`config.mk`:
```
export PLATFORM = sky130hd
export DESIGN_NAME = jtag_scan_master
export DESIGN_NICKNAME = d
export VERILOG_FILES = /design/src/rtl/jtag_scan_master.sv
export SDC_FILE = /design/constraint.sdc
export NUM_CORES = 1
export LEC_CHECK = 0
export BUFFER_PORTS_ARGS = -buffer_cell sky130_fd_sc_hd__buf_2
export CAP_MARGIN = 20
export CORE_MARGIN = 3
export CORE_UTILIZATION = 45
export DETAILED_ROUTE_END_ITERATION = 16
export PLACE_DENSITY = 0.7
export SYNTH_ARGS = -nofsm -noshare
export SYNTH_HDL_FRONTEND = slang
export SYNTH_SLANG_ARGS = --single-unit
```
`constraint.sdc`:
```
create_clock -name clk -period 2.7 [get_ports clk]
set_input_delay 0.54 -clock clk [delete_from_list [all_inputs] [get_ports clk]]
set_output_delay 0.54 -clock clk [all_outputs]
set_load 0.02 [all_outputs]
```
`src/rtl/jtag_scan_master.sv`:
```
// jtag_scan_master: JTAG initiator running one IR, DR or IR-then-DR scan per command, RTI to RTI.
// TCK period is CLK_DIV clk low then CLK_DIV clk high; TDO is sampled on the clk where TCK rises.
module jtag_scan_master #(
    parameter int CLK_DIV = 2,
    parameter int IR_W    = 4,
    parameter int DR_MAXW = 32
) (
    input  logic               clk,
    input  logic               rst,
    input  logic               start,
    input  logic               do_ir,
    input  logic               do_dr,
    input  logic [IR_W-1:0]    ir_in,
    input  logic [5:0]         dr_len,
    input  logic [DR_MAXW-1:0] dr_in,
    output logic               busy,
    output logic               done,
    output logic [IR_W-1:0]    ir_out,
    output logic [DR_MAXW-1:0] dr_out,
    output logic               TCK,
    output logic               TMS,
    output logic               TDI,
    output logic               TRST_N,
    input  logic               TDO
);
    localparam int BW = $clog2(((DR_MAXW > IR_W) ? DR_MAXW : IR_W) + 1);
    localparam int CW = $clog2(2 * CLK_DIV + 1);

    typedef enum logic [3:0] {
        RESET_SEQ, IDLE, IR_HDR, IR_SHIFT, IR_TAIL, DR_HDR, DR_SHIFT, DR_TAIL, FINISH
    } state_t;

    state_t              r_state, w_state_nxt, w_seq_nxt;
    logic [BW-1:0]       r_bit, w_bit_nxt, w_last_idx, w_len, r_n;
    logic [CW-1:0]       r_cnt;
    logic                r_tck, r_trst_n, r_busy, r_done, r_do_dr;
    logic [IR_W-1:0]     r_ir, r_ir_out;
    logic [DR_MAXW-1:0]  r_dr, r_dr_out;
    logic                w_accept, w_run, w_end, w_rise, w_last;

    assign w_accept = (r_state == IDLE) && start;
    assign w_run    = (r_state != IDLE) && (r_state != FINISH);
    assign w_end    = r_cnt == CW'(2 * CLK_DIV);
    assign w_rise   = r_cnt == CW'(CLK_DIV);
    assign w_len    = (dr_len == 6'd0) ? BW'(1) :
                      (int'(dr_len) > DR_MAXW) ? BW'(DR_MAXW) : BW'(dr_len);

    // Index of the final TCK in the current state's segment
    assign w_last_idx = (r_state == RESET_SEQ) ? BW'(5) :
                        (r_state == IR_HDR)    ? BW'(3) :
                        (r_state == IR_SHIFT)  ? BW'(IR_W - 1) :
                        (r_state == DR_HDR)    ? BW'(2) :
                        (r_state == DR_SHIFT)  ? r_n - BW'(1) : BW'(1);
    assign w_last = r_bit == w_last_idx;

    assign w_seq_nxt = (r_state == RESET_SEQ) ? IDLE :
                       (r_state == IR_HDR)    ? IR_SHIFT :
                       (r_state == IR_SHIFT)  ? IR_TAIL :
                       (r_state == IR_TAIL)   ? (r_do_dr ? DR_HDR : FINISH) :
                       (r_state == DR_HDR)    ? DR_SHIFT :
                       (r_state == DR_SHIFT)  ? DR_TAIL : FINISH;

    always_comb begin
        w_state_nxt = r_state;
        w_bit_nxt   = r_bit;
        case (r_state)
            IDLE: if (start) begin
                w_state_nxt = do_ir ? IR_HDR : do_dr ? DR_HDR : FINISH;
                w_bit_nxt   = '0;
            end
            FINISH: w_state_nxt = IDLE;
            default: if (w_end) begin
                w_bit_nxt = w_last ? '0 : r_bit + BW'(1);
                if (w_last) w_state_nxt = w_seq_nxt;
            end
        endcase
        TMS = (r_state == RESET_SEQ) ? !w_last :
              (r_state == IR_HDR)    ? (r_bit < BW'(2)) :
              (r_state == IR_SHIFT || r_state == DR_SHIFT) ? w_last :
              (r_state == IR_TAIL || r_state == DR_TAIL || r_state == DR_HDR) ? (r_bit == '0) : 1'b0;
        TDI = (r_state == IR_SHIFT) ? |(r_ir & (IR_W'(1) << r_bit)) :
              (r_state == DR_SHIFT) ? |(r_dr & (DR_MAXW'(1) << r_bit)) : 1'b0;
    end

    always_ff @(posedge clk) begin
        if (rst) begin
            r_state  <= RESET_SEQ;
            r_bit    <= '0;
            r_cnt    <= '0;
            r_tck    <= 1'b0;
            r_trst_n <= 1'b0;
            r_busy   <= 1'b1;
            r_done   <= 1'b0;
            r_ir     <= '0;
            r_dr     <= '0;
            r_n      <= '0;
            r_do_dr  <= 1'b0;
            r_ir_out <= '0;
            r_dr_out <= '0;
        end else begin
            r_state  <= w_state_nxt;
            r_bit    <= w_bit_nxt;
            r_trst_n <= !(w_state_nxt == RESET_SEQ && w_bit_nxt == '0);
            r_busy   <= w_state_nxt != IDLE;
            r_done   <= r_state == FINISH;
            if (w_accept) begin
                r_ir     <= ir_in;
                r_dr     <= dr_in;
                r_n      <= w_len;
                r_do_dr  <= do_dr;
                r_ir_out <= '0;
                r_dr_out <= '0;
                r_cnt    <= CW'(1);
                r_tck    <= 1'b0;
            end else if (w_run) begin
                // r_cnt==0 only right after rst: the reset sequence's first low phase starts here
                if (r_cnt == '0 || w_end) begin
                    r_cnt <= CW'(1);
                    r_tck <= 1'b0;
                end else begin
                    r_cnt <= r_cnt + CW'(1);
                    if (w_rise) begin
                        r_tck <= 1'b1;
                        if (r_state == IR_SHIFT) r_ir_out <= r_ir_out | (IR_W'(TDO) << r_bit);
                        if (r_state == DR_SHIFT) r_dr_out <= r_dr_out | (DR_MAXW'(TDO) << r_bit);
                    end
                end
            end else begin
                r_tck <= 1'b0;
            end
        end
    end

    assign busy   = r_busy;
    assign done   = r_done;
    assign ir_out = r_ir_out;
    assign dr_out = r_dr_out;
    assign TCK    = r_tck;
    assign TRST_N = r_trst_n;
endmodule

```
### Word-level counts from Yosys, hierarchy flattened

Index checks and enable logic that the tools add are counted.

| cells by class | value |
|---|---|
| muxes and demuxes | 33 |
| add/subtract/negate cells | 3 |
| shift-type cells | 4 |
| equal/unequal tests | 14 |
| reduce and logical (&&, ||, !) cells | 22 |
| bitwise operators | 6 |
| $lt $le $gt $ge | 2 |

Operator list:

| operator | count |
|---|---|
| 2-to-1 mux 6 bit | 10 |
| 2-to-1 mux 4 bit | 12 |
| AND 32 bit | 1 |
| OR 32 bit | 1 |
| OR reduction 32 bit | 1 |
| left shift 1 x 6 -> 32 bit | 1 |
| left shift 1 x 6 -> 32 bit (first input constant) | 1 |
| logical NOT 6 bit | 3 |
| equality test 4 x 3 -> 1 bit (second input constant) | 4 |
| case mux 6 bit (2 select lines) | 1 |
| equality test 4 x 2 -> 1 bit (second input constant) | 2 |
| logical NOT 4 bit | 2 |
| 2-to-1 mux 1 bit | 8 |
| != test 4 x 1 -> 1 bit (second input constant) | 2 |
| case mux 4 bit (2 select lines) | 1 |
| AND reduction 4 bit | 2 |
| OR reduction 4 bit | 2 |
| adder 6 x 1 -> 6 bit (second input constant) | 1 |
| equality test 6 bit | 1 |
| greater-than comparator 6 bit (second input constant) | 1 |
| < comparator 6 x 2 -> 1 bit (second input constant) | 1 |
| left shift 1 x 6 -> 4 bit | 1 |
| left shift 1 x 6 -> 4 bit (first input constant) | 1 |
| subtractor 6 x 1 -> 6 bit (second input constant) | 1 |
| other kinds (16) | 23 |

| storage, ports and cells | value |
|---|---|
| input port bits | 48 |
| output and inout bits | 42 |
| logic and storage cells | 98 |
| register bits | 96 |

### Longest topological paths before layout

| depth | value |
|---|---|
| depth in word-level cells | 13 |
| gate-level depth with buffers | 11 |
| gate-level depth less buffers | 11 |

### Worst setup path before layout

No wires, ideal clock.

| timing path | value |
|---|---|
| path kind | register to output |
| start | register r_bit[0] |
| end | output port TDI |
| stages on the path, launching flop included | 10 |
| slack | -0.146 ns |
| data arrival time | 2.306 ns |
| data required time | 2.160 ns |
| path buffers | 2 |
| cell sequence | dfxtp_1 > clkbuf_1 > inv_1 > ha_1 > clkbuf_1 > a222oi_1 > nand2_1 > a222oi_1 > mux4_2 > o31ai_1 |

| between the ends | value |
|---|---|
| cells in the longest elaborated chain, start to end | 5 |
| elaborated cells on any way between the ends | 8 |
| those cells by class | shift: 2; mux: 2; bitwise: 2; reduce/logical: 2 |

RTL lines:

| what | line | source |
|---|---|---|
| from (decl) | 34 | `logic [BW-1:0] r_bit, w_bit_nxt, w_last_idx, w_len, r_n;` |
| from (signal assigned) | 102 | `r_bit <= w_bit_nxt;` |
| left shift 1 x 6 -> 32 bit | 82 | `(r_state == DR_SHIFT) ? \|(r_dr & (DR_MAXW'(1) << r_bit)) : 1'b0;` |
| AND 32 bit | 82 |  |
| OR reduction 32 bit | 82 |  |
| 2-to-1 mux 1 bit | 82 |  |
| 2-to-1 mux 1 bit (*) | 81 | `TDI = (r_state == IR_SHIFT) ? \|(r_ir & (IR_W'(1) << r_bit)) :` |
| to (decl) | 22 | `output logic TDI,` |

Mark *: on every way between the ends. The rest lies on a longest branch, timed or not.

### Worst setup path after layout

| timing path | value |
|---|---|
| start | register r_n[0] |
| end | output port TMS |

| between the ends | value |
|---|---|
| cells in the longest elaborated chain, start to end | 10 |
| elaborated cells on any way between the ends | 11 |
| those cells by class | add/sub: 1; eq/ne: 1; mux: 8; reduce/logical: 1 |

RTL lines:

| what | line | source |
|---|---|---|
| from (decl) | 34 |  |
| from (signal assigned) | 109 | `r_n <= w_len;` |
| subtractor 6 x 1 -> 6 bit (*) | 53 | `(r_state == DR_SHIFT) ? r_n - BW'(1) : BW'(1);` |
| 2-to-1 mux 6 bit (*) | 53 |  |
| 2-to-1 mux 6 bit (*) | 52 | `(r_state == DR_HDR) ? BW'(2) :` |
| 2-to-1 mux 6 bit (*) | 51 | `(r_state == IR_SHIFT) ? BW'(IR_W - 1) :` |
| 2-to-1 mux 6 bit (*) | 50 | `(r_state == IR_HDR) ? BW'(3) :` |
| 2-to-1 mux 6 bit (*) | 49 | `assign w_last_idx = (r_state == RESET_SEQ) ? BW'(5) :` |
| equality test 6 bit (*) | 54 | `assign w_last = r_bit == w_last_idx;` |
| 2-to-1 mux 1 bit | 79 | `(r_state == IR_SHIFT \|\| r_state == DR_SHIFT) ? w_last :` |
| 2-to-1 mux 1 bit | 78 | `(r_state == IR_HDR) ? (r_bit < BW'(2)) :` |
| 2-to-1 mux 1 bit (*) | 77 | `TMS = (r_state == RESET_SEQ) ? !w_last :` |
| to (decl) | 21 | `output logic TMS,` |

Marked as above.

==> impl_metrics.tcl <==
set metrics [dict create \
    syn-instance-count 537 \
    place.gp.congestion 0.887 \
    fin_hold_ws_ns 0.407 \
    drv_cap 0 \
    overflow 0 \
    synth_simple_gate_area_share_pct 23.9 \
    vdd_drop_max_uv 289 \
    holdCritPathClass "in -> reg" \
    grt_pass1_vias 3944 \
    die_area_sq_um 10700 \
    min_period_ns 3.12 \
    routed-via-count 4174 \
    synth_xor_area_share_pct 2.17 \
    violations "negative setup slack" \
    finalSetupViolCount 3 \
    syn_area_per_cell_sq_um 7.95 \
    globalRouteTotalUtil_pct 22.1 \
    synth_fa_ha_area_share_pct 2.93 \
    drtPass1Iterations 5 \
    slew_viol_final 0 \
    synth.distinct_cells 50 \
    fin_nets 700 \
    path_max_fanout 4 \
    outcome "complete, but fails checks" \
    route.detailed.drc 0 \
    synth_top_family_by_area "simple AND/OR/NAND/NOR gates" \
    crit_chain "or4_4 -> or3_4 -> a21oi_2 -> xnor2_1 -> o211ai_2 -> a21oi_2 -> nor4_1 -> a31oi_1 -> o21ai_2 -> buf_2" \
    fin_crit_sh_pct 116 \
    io_buffers 89 \
    ys_seq_area_share_pct 45.0 \
    placed_area_sq_um 5020 \
    ys.flop_type "dfxtp_1" \
    row_count 34 \
    p_total_mw 2.51 \
    synthToLayoutAreaGrowth_pct 25.2 \
    max_freq_mhz 320 \
    fin_cells 773 \
    leakagePower_nw 2.16 \
    cts_root_buf "clkbuf_8" \
    highest_layer "met4" \
    syn_nets 595 \
    drive_above_1_share_pct 27.5 \
    wl_met3_um 687 \
    tightestPinTransition_ns 0.722 \
    crit_type "reg -> out" \
    critPathSlowestCell "or4_4" \
    syn_area_sq_um 4270 \
    cts.sink_count 96 \
    core_sq_um 8980 \
    drt-total-wl_um 11500 \
    path_common_cell "a21oi_2" \
    die_w_um 103 \
    met2_length_um 5530 \
    wl_per_cell_um 14.8 \
    drtIter0Drc 306 \
    max-slew-margin-rel_pct 51.4 \
    synth-seq-cells 96 \
    worstSetupStartpointType "register" \
    grt_pass1_wl_um 18700 \
    design_area_sq_um 5340 \
    place_inst 756 \
    crit_arrival_ns 2.58 \
    synth_mux_area_share_pct 1.52 \
    io_pins 90 \
    critPathBufInv 1 \
    power.density_nw_per_um2 469 \
    synth_edf_count 0 \
    postRouteAntennaNets 0 \
    cts_tree "yes" \
    cp_top_family "simple AND/OR/NAND/NOR gates" \
    grt_setup_unrepaired "yes" \
    end_kind "output port" \
    hold_viol_final 0 \
    antenna_cells 0 \
    synth_compound_area_share_pct 20.0 \
    cts.path.max_buffers 2 \
    yosysWarnings 0 \
    grt_max_degree 57 \
    cts_buffers 9 \
    dieHeight_um 103 \
    worst_clock_skew_ns 0.00929 \
    cpPeakStageDelay_ns 0.53 \
    clk_pin_slew_ns 0.10 \
    fin_ws_ns -0.420 \
    async_reset_ff_share_pct 0 \
    antenna_found_initial 0 \
    clkLatencyLatePin_ns 0.36 \
    crit_required_ns 2.16 \
    wl_met1_um 5060 \
    dp_hpwl_um 8130 \
    viasPerCell 5.40 \
    cts-htree-levels 3 \
    start_util_pct 47.6 \
]
-- worst paths after layout --
kind | startpoint | endpoint | slack [ns] | cells after the start
max | r_n[0] | TMS | -0.42 | 10
min | dr_in[20] | r_dr[20] | 0.41 | 3
max reg2reg | r_n[0] | TRST_N | -0.07 | 10
min reg2reg | r_dr[15] | r_dr[15] | 0.47 | 2
-- power breakdown --
group | leakage, nW | internal [mW] | switching (mW) | total, mW
Clock | 0.0945 | 0.357 | 0.541 | 0.897
Combinational | 1.29 | 0.0739 | 0.104 | 0.177
Sequential | 0.775 | 1.43 | 0.00792 | 1.43
Total | 2.16 | 1.86 | 0.652 | 2.51
-- routing by layer --
metal	GRT usage, %	vias to the layer above
met4	6.87	0
met3	4.76	16
met2	35.9	140
met1	29.5	1945
met5	0	-
li1	-	2073
-- cells in the final DEF, fill, tap and decap left out, drive strengths merged, types with 9 or more instances in the layout --
| cell | synthesis | routed |
|---|---|---|
| o21ai | 11 | 11 |
| a222oi | 12 | 12 |
| clkbuf | 27 | 9 |
| nand2 | 108 | 108 |
| ha | 10 | 10 |
| dfxtp | 96 | 96 |
| inv | 15 | 20 |
| buf | 6 | 127 |
| nor2 | 67 | 67 |
| a21oi | 93 | 93 |
| nor3 | 12 | 12 |
-- worst reg2reg max path, cell delays in order, from the launching register on --
cell	delay (ns)
dfxtp_1	0.32
or4_4	0.53
or3_4	0.34
a21oi_2	0.15
xnor2_1	0.14
o211ai_2	0.16
buf_4	0.19
nor2_4	0.15
mux2i_2	0.27
and4_1	0.27
a41oi_2	0.12
-- synth_stat cells (3+ instances only) --
cell      instances  area share, %
ha_1             10            2.9
a222oi_1         12            2.8
buf_2             3           0.35
o21ai_0          10            1.2
a31oi_1           3           0.44
nand2b_1          4           0.59
dfxtp_1          96             45
or3_1             4           0.59
nand2_1         108            9.5
o31ai_1           3           0.53
nand3b_1          7            1.2
nor3_1           12            1.4
nand3_1           5           0.59
a21oi_1          93             11
nor2_1           66            5.8
xnor2_1           7            1.4
o211a_1           4           0.94
clkbuf_1         27            2.4
a22oi_1           4           0.70
nor4_1            5           0.73
inv_1            15            1.3
-- flip-flops by register name, indices dropped and copies added, names as in the netlist --
register	cells
r_do_dr	1
dr_out	32
r_n	6
r_dr	32
TCK	1
r_state	4
ir_out	4
r_bit	6
busy	1
r_ir	4
TRST_N	1
done	1
r_cnt	3
-- final cells by class --
type	instances	area [sq um]
fillers	833	3630
multi-input cells	393	2280
flip-flops and latches	96	1920
repair buffers	127	741
well taps	126	158
clock buffers	9	124
clock inverters	7	61.3
inverters	15	58.8
-- kinds of logic after synthesis --
kind of cell               Yosys count
buffers and inverters               48
xor gates and xnor gates             9
muxes                                4
DFF                                 96
AOI/OAI and AO/OA                  141
and+or+nand+nor                    229
adders and majority gates           10
-- through the flow --
step           setup slack [ns]  setup TNS, ns  utilization (%)
4_1_cts                  -0.450         -0.793             58.9
6_report                 -0.420         -0.833             59.5
2_1_floorplan           0.00519              0                -
3_3_place_gp            -0.0519        -0.0519             56.0
3_5_place_dp            -0.0517        -0.0770             56.0
5_1_grt                  -0.590          -1.56             59.5
-- timing repair --
item                                    4_1_cts  5_1_grt
endpoints found under the setup margin        3       15
hold buffers                                  0        0
pin swaps                                     4        7
buffers inserted                              1        0
gates resized for setup                      18       13
Power figures use the tool's default switching activity.
